**config.mk**
```make
export PLATFORM = sky130hd
export DESIGN_NAME = rop3_stream
export DESIGN_NICKNAME = d
export VERILOG_FILES = /design/src/rtl/rop3_stream.sv
export SDC_FILE = /design/constraint.sdc
export NUM_CORES = 1
export LEC_CHECK = 0
export ABC_AREA = 1
export BUFFER_PORTS_ARGS = -buffer_cell sky130_fd_sc_hd__buf_2
export CORE_ASPECT_RATIO = 2
export CORE_MARGIN = 2
export CORE_UTILIZATION = 48
export CTS_CLUSTER_SIZE = 12
export DETAILED_ROUTE_END_ITERATION = 12
export MAX_ROUTING_LAYER = met4
export PLACE_DENSITY = 0.81
export SYNTH_ARGS = -nofsm -noshare
export SYNTH_HDL_FRONTEND = slang
export SYNTH_SLANG_ARGS = --single-unit
```
**constraint.sdc**
```tcl
create_clock -name clk -period 1.2 [get_ports clk]
set_input_delay 0.36 -clock clk [delete_from_list [all_inputs] [get_ports clk]]
set_output_delay 0.36 -clock clk [all_outputs]
set_load 0.1 [all_outputs]
```
**src/rtl/rop3_stream.sv**
```systemverilog
// Streaming ROP3 engine: every result bit indexes the beat's 8-bit truth table
// by {P,S,D}, behind a 2-stage valid/ready pipeline with a wrapping beat counter.

module rop3_lane (
   input  logic [7:0] mode,
   input  logic       p,
   input  logic       s,
   input  logic       d,
   output logic       r
);
   assign r = mode[{p, s, d}];
endmodule

module rop3_stream #(
   parameter int N     = 8,
   parameter int CNT_W = 16
) (
   input  logic             clk,
   input  logic             rst,
   input  logic             in_valid,
   output logic             in_ready,
   input  logic [N-1:0]     P,
   input  logic [N-1:0]     S,
   input  logic [N-1:0]     D,
   input  logic [7:0]       Mode,
   output logic             out_valid,
   input  logic             out_ready,
   output logic [N-1:0]     Result,
   output logic [CNT_W-1:0] beat_cnt,
   output logic             busy
);

   typedef struct packed {
      logic [7:0]   mode;
      logic [N-1:0] p;
      logic [N-1:0] s;
      logic [N-1:0] d;
   } beat_t;

   generate
      if (N < 1)     begin : g_bad_n   $error("rop3_stream: N must be >= 1");     end
      if (CNT_W < 1) begin : g_bad_cnt $error("rop3_stream: CNT_W must be >= 1"); end
   endgenerate

   logic             s1_valid_q, s1_valid_d;
   beat_t            s1_q, s1_d;
   logic             out_valid_q, out_valid_d;
   logic [N-1:0]     result_q, result_d;
   logic [CNT_W-1:0] cnt_q, cnt_d;

   logic             s2_adv, s1_adv, out_hs;
   logic [N-1:0]     lane_res;

   genvar gi;
   generate
      for (gi = 0; gi < N; gi++) begin : g_lane
         rop3_lane u_lane (
            .mode (s1_q.mode),
            .p    (s1_q.p[gi]),
            .s    (s1_q.s[gi]),
            .d    (s1_q.d[gi]),
            .r    (lane_res[gi])
         );
      end
   endgenerate

   // Ready depends only on pipeline state and out_ready, never on in_valid.
   assign s2_adv = !out_valid_q || out_ready;
   assign s1_adv = !s1_valid_q || s2_adv;
   assign out_hs = out_valid_q && out_ready;

   always_comb begin
      s1_valid_d  = s1_valid_q;
      s1_d        = s1_q;
      out_valid_d = out_valid_q;
      result_d    = result_q;
      cnt_d       = cnt_q;
      if (s1_adv) begin
         s1_valid_d = in_valid;
         if (in_valid) begin
            s1_d.mode = Mode;
            s1_d.p    = P;
            s1_d.s    = S;
            s1_d.d    = D;
         end
      end
      if (s2_adv) begin
         out_valid_d = s1_valid_q;
         if (s1_valid_q) result_d = lane_res;
      end
      if (out_hs) cnt_d = cnt_q + CNT_W'(1);
   end

   always_ff @(posedge clk) begin
      if (rst) begin
         s1_valid_q  <= 1'b0;
         s1_q        <= '0;
         out_valid_q <= 1'b0;
         result_q    <= '0;
         cnt_q       <= '0;
      end else begin
         s1_valid_q  <= s1_valid_d;
         s1_q        <= s1_d;
         out_valid_q <= out_valid_d;
         result_q    <= result_d;
         cnt_q       <= cnt_d;
      end
   end

   assign in_ready  = s1_adv;
   assign out_valid = out_valid_q;
   assign Result    = result_q;
   assign beat_cnt  = cnt_q;
   assign busy      = s1_valid_q || out_valid_q;

endmodule

```
Word level (Yosys, flattened, before mapping)
Index checks and enable logic that the tools add are counted.

operators by class
  add/sub/neg operators = 1
  $mul = 0
  divide/modulo/power cells = 0
  order comparisons = 8
  eq/ne operators = 0
  shift operators = 0
  multiplexer cells = 16
  bitwise gates (word level) = 0
  reduce and logical (&&, ||, !) cells = 8

operators by type and width
  operator                                                    number
  less-than comparator 3 x 4 -> 1 bit, second input constant  8
  binary-select mux 1 bit (select 3 bit)                      8
  adder 16 x 1 -> 16 bit, second input constant               1
  two-way mux 1 bit                                           8
  AND reduction 2 bit                                         2
  logical OR 1 bit                                            3
  logical NOT 1 bit                                           2
  logical AND 1 bit                                           1

word-level totals
  register bits after elaboration = 58
  latch bits = 0
  RAM bits = 0
  ROM bits = 0
  bits of input ports = 36
  output and inout bits = 27
  word-level logic and storage cells = 41
  memories = 0

Logic depth before layout (Yosys ltp)
  depth after elaboration = 4
  mapped depth = 9
  gate-level depth less buffers = 9

Hierarchy
A second synthesis with hierarchy kept.

unflattened totals
  cells, all modules = 532
  area total of the unflattened synthesis = 3186.8 sq um

modules (own cells, without submodules)
  module       instances  cells each  area each (sq um)  sequential area each (sq um)
  rop3_stream  1          308         2306.0             1161.1
  rop3_lane    8          28          110.1              0.0

Worst setup path before layout
OpenSTA, ideal clock, no wires.

  path kind = register -> register
  start point = reg out_valid_q, in the netlist out_valid
  end point = reg s1_valid_q
  setup time = 0.140 ns
  data arrival time = 2.337 ns
  required time = 1.060 ns
  slack = -1.277 ns
  cell stages (with the launch flop) = 6
  buffers on the path = 2
  clock period less this slack = 2.477 ns
  cells stage by stage = dfxtp_1 -> nand3_2 -> nand2_1 -> buf_6 -> buf_2 -> a21oi_1

between the ends
  word-level cells in the longest chain between the ends = 3

RTL lines
  element                 line  text
  from (decl)             47    logic out_valid_q, out_valid_d;
  from (signal assigned)  104   out_valid_q <= out_valid_d;
  logical NOT 1 bit       68    assign s2_adv = !out_valid_q || out_ready;
  logical OR 1 bit        68
  logical OR 1 bit        69    assign s1_adv = !s1_valid_q || s2_adv;
  net in_ready            21    output logic in_ready,
  to (signal assigned)    102   s1_valid_q <= s1_valid_d;
  to (decl)               45    logic s1_valid_q, s1_valid_d;

The timed path passes the listed nets, and every way through them passes these cells.
A chain may end at the register's enable or synchronous reset.

Worst setup path in the final report
  start point = reg cnt_q[6], in the netlist beat_cnt[6]
  end point = reg cnt_q[14], in the netlist beat_cnt[14]

between the ends
  word-level cells in the longest chain between the ends = 1

RTL lines
  element                 line  text
  from (decl)             49    logic [CNT_W-1:0] cnt_q, cnt_d;
  from (signal assigned)  106   cnt_q <= cnt_d;
  adder 16 x 1 -> 16 bit  91    if (out_hs) cnt_d = cnt_q + CNT_W'(1);

No other way between the ends.

==> qor.txt <==
Layout Cells excl Fill: 612
Area of the core: 5660 µm²
Mux share of post-synthesis cell area: 0%
Gpl congestion: 0.8453
FF+latch area: 1244 µm²
Final period util: 129.4%
Critical-path cell list: buf_4 > nand2_1 > nor2_2 > nand3_2 > nand2_1 > nand2_1 > nor2_1
FFs w/ async S/R, synth: 0%
Power, Total: 5.791 mW
FMAX: 644.1 MHz
RSZ-0062 raised after global routing: true
Initial Util: 49.34%
CP top delay family: simple AND/OR/NAND/NOR gates
Layout fillers: 235
Row count: 39
# Max-Cap Violations: 0
Post-placement cell count: 556
#FFs+latches synth: 58
Overflow after GRT: 0
Synth Area in Adders: 0.4480%
Clk slew on worst S/H paths: 0.05 ns
EDFF count, synth: 0
Final Hold Fails: 0
R2R Path Start: beat_cnt[6]
CTS tree: done
Area occupied by multi-input gates: 1828 µm²
Worst path most repeated cell: nand2_1
Post-Syn Instances: 416
Yosys cell types: 24
Maximum VDD drop: 0.001812 V
Drt via density: 6.395
Number of top-level pins: 63
Crit path kind: reg -> reg
Leakage power: 2.167 nW
Final ANT Viol Nets: 0
Synth warnings: 0
Hold EP: s1_q[22]
CP startpoint kind: flip-flop
Critical Path End Type: flip-flop
Clock Tree Buf Depth: 2
Max-slew violations: 0
Final setup viols: 74
Min-Delay Path Depth: 3
Drt wl/cell: 23.32 µm
First-pass GRT wire length: 16,290 µm
DIE WIDTH: 57.94 µm
Area delta synth->final: 80.20%
Power per cell area: 1151 nW/µm²
Clock skew: 0.007108 ns
Root buf cell: clkbuf_16
Fin worst setup slack: -0.3525 ns
Layout Nets: 583
Initial DRC Count: 685
Via count: 3,914
Main combinational cell family by area after synthesis: simple AND/OR/NAND/NOR gates
CTS Hold Bufs: 0
Most used DFF post-synth: dfxtp_1
Simple logic cell fraction of the synthesized area: 31.90%
Failing checks: negative setup slack
Dpl cell area: 3862 µm²
Skew-Pair Late Insertion Delay: 0.33 ns
Sink Count: 58
CP peak stage delay: 0.37 ns
Initial antenna violation count: 0
Final core occ: 88.90%
Post-Synth XOR/XNOR Area: 0%
Outcome: finished, violations left
First-pass iteration count of the detailed router: 5
Chip height: 111.9 µm
# DRC: 0
Synthesized area per cell: 6.713 µm²
Slew of the pin with the lowest slew margin: 0.3594 ns
Ant diodes: 0
CP bufs+invs: 1
Hpwl dp: 6232 µm
GR Util All Layers: 33.87%
Largest net degree at the start of global routing: 43
Crit path DAT: 1.80 ns
Data required, critical path: 1.45 ns
Final worst path period need: 1.552 ns
R2R Setup Slk: -0.35 ns
Die area: 6481 µm²
WL final: 14,270 µm
Crit-path max FO: 4
PortBufs: 62
Vias in the first global route: 3,547
Fin area: 5032 µm²
Synth Area in Compound Gates: 16.49%
Register area share after synthesis: 41.58%
R2R cell count: 7
Slew Limit Headroom: 75.85%
Hold WC Path Type: in -> reg
Cts bufs inserted: 9
Hold path start: P[6]
H-tree depth: 3
R2r endpoint: beat_cnt[14]
Share of cells above drive strength 1: 50.45%
Net Count, Synth: 453
Post-Syn Area: 2793 µm²
CP max stage cell: dfxtp_4
==> per-layer routing <==
| metal | wire length, µm | vias up | GRT usage (%) |
|---|---|---|---|
| li1 | - | 1631 | - |
| met1 | 4474 | 1776 | 31.10 |
| met2 | 7176 | 362 | 58.94 |
| met3 | 1222 | 145 | 6.852 |
| met4 | 1397 | 0 | 24.50 |
| met5 | 0 | - | - |
==> report_power, final <==
part	internal, mW	total (mW)	switching [mW]
clock network	1.44	2.37	0.931
registers	2.00	2.10	0.0999
logic	0.518	1.32	0.804
total	3.96	5.79	1.84
==> worst min-delay path: stages <==
cell and delay (ns):
buf_2 0.09, o21ai_2 0.05, a21oi_1 0.09
==> what timing repair did <==
action,CTS,global route
endpoints found under the setup margin,36,79
pin swaps,5,19
setup buffers,20,14
resized for setup,57,87
gates cloned,3,4
==> cells in the mapped netlist (2+ instances only) <==
| master | count | area, µm² |
|---|---|---|
| dfxtp_1 | 58 | 1161 |
| a21oi_1 | 51 | 255.2 |
| nor2_2 | 4 | 25.02 |
| nor2_1 | 20 | 75.07 |
| nand2_1 | 102 | 382.9 |
| buf_6 | 3 | 33.78 |
| inv_2 | 2 | 7.510 |
| clkbuf_1 | 4 | 15.01 |
| buf_2 | 4 | 20.02 |
| nand4_1 | 2 | 12.51 |
| clkinv_1 | 9 | 33.78 |
| nor3_1 | 3 | 15.01 |
| nand3_1 | 63 | 315.3 |
| nand2_2 | 6 | 37.54 |
| o21ai_0 | 18 | 90.09 |
| o21ai_1 | 20 | 100.1 |
| inv_1 | 40 | 150.1 |
==> flip-flops by register name (all words and copies together), names as in the netlist <==
| name | flops |
|---|---|
| s1_valid_q | 1 |
| out_valid | 1 |
| s1_q | 32 |
| beat_cnt | 16 |
| Result | 8 |
==> placed cells by master (no fill, tap or decap), types with 2 or more instances in the layout <==
master,Yosys,layout
a21oi_1,51,33
buf_16,0,3
dfxtp_4,0,19
buf_12,0,30
nor2_4,1,5
nor2_1,20,13
o21ai_4,0,8
buf_4,1,50
clkbuf_1,4,2
nor2_2,4,7
clkinv_1,9,6
buf_6,3,8
inv_1,40,36
nand3_1,63,54
nand4_1,2,2
nor3_1,3,2
clkinv_2,0,4
o21ai_2,0,25
dfxtp_2,0,9
a21oi_2,0,18
inv_6,0,2
buf_2,4,35
nand3_2,1,7
nand3_4,0,3
o21ai_0,18,4
clkbuf_16,0,12
inv_2,2,6
nand2_8,0,3
dfxtp_1,58,30
nand2_2,6,17
nand2_1,102,88
==> area by class of cell <==
class	count	share of cell area [%]
inverter	51	4.053
clock buffer	12	4.898
multi-input combinational	296	36.33
clock inverter	4	0.3978
sequential	58	24.71
timing repair buffer	130	28.10
tap	61	1.517
==> cells by family (layout without fill, tap and decap cells) <==
kind of cell               after synthesis  after routing
buffers and inverters                   63            197
AOI/OAI and AO/OA                       91             91
and+or+nand+nor                        203            204
DFF                                     58             58
adders and majority gates                1              1
==> worst max-delay path by stage <==
stage / from / to / cells after the start
CTS: s1_valid_q / busy / 2
floorplan: out_valid / s1_q[12] / 6
global placement: out_ready / s1_q[30] / 7
global route: beat_cnt[6] / beat_cnt[14] / 7
detailed placement: out_ready / s1_q[29] / 7
finish: beat_cnt[6] / beat_cnt[14] / 7
==> metrics by stage <==
stage,setup TNS [ns],setup slack (ns),hold WS (ns)
final,-7.079,-0.3525,0.2985
after global routing,-8.551,-0.3707,0.3125
after CTS,-3.084,-0.2554,0.2941
after detailed placement,-3.585,-0.1267,0.4602
after global placement,-2.253,-0.08473,0.4549
after floorplan,-13.20,-0.3735,0.4291
(Power assumes the default switching activity.)
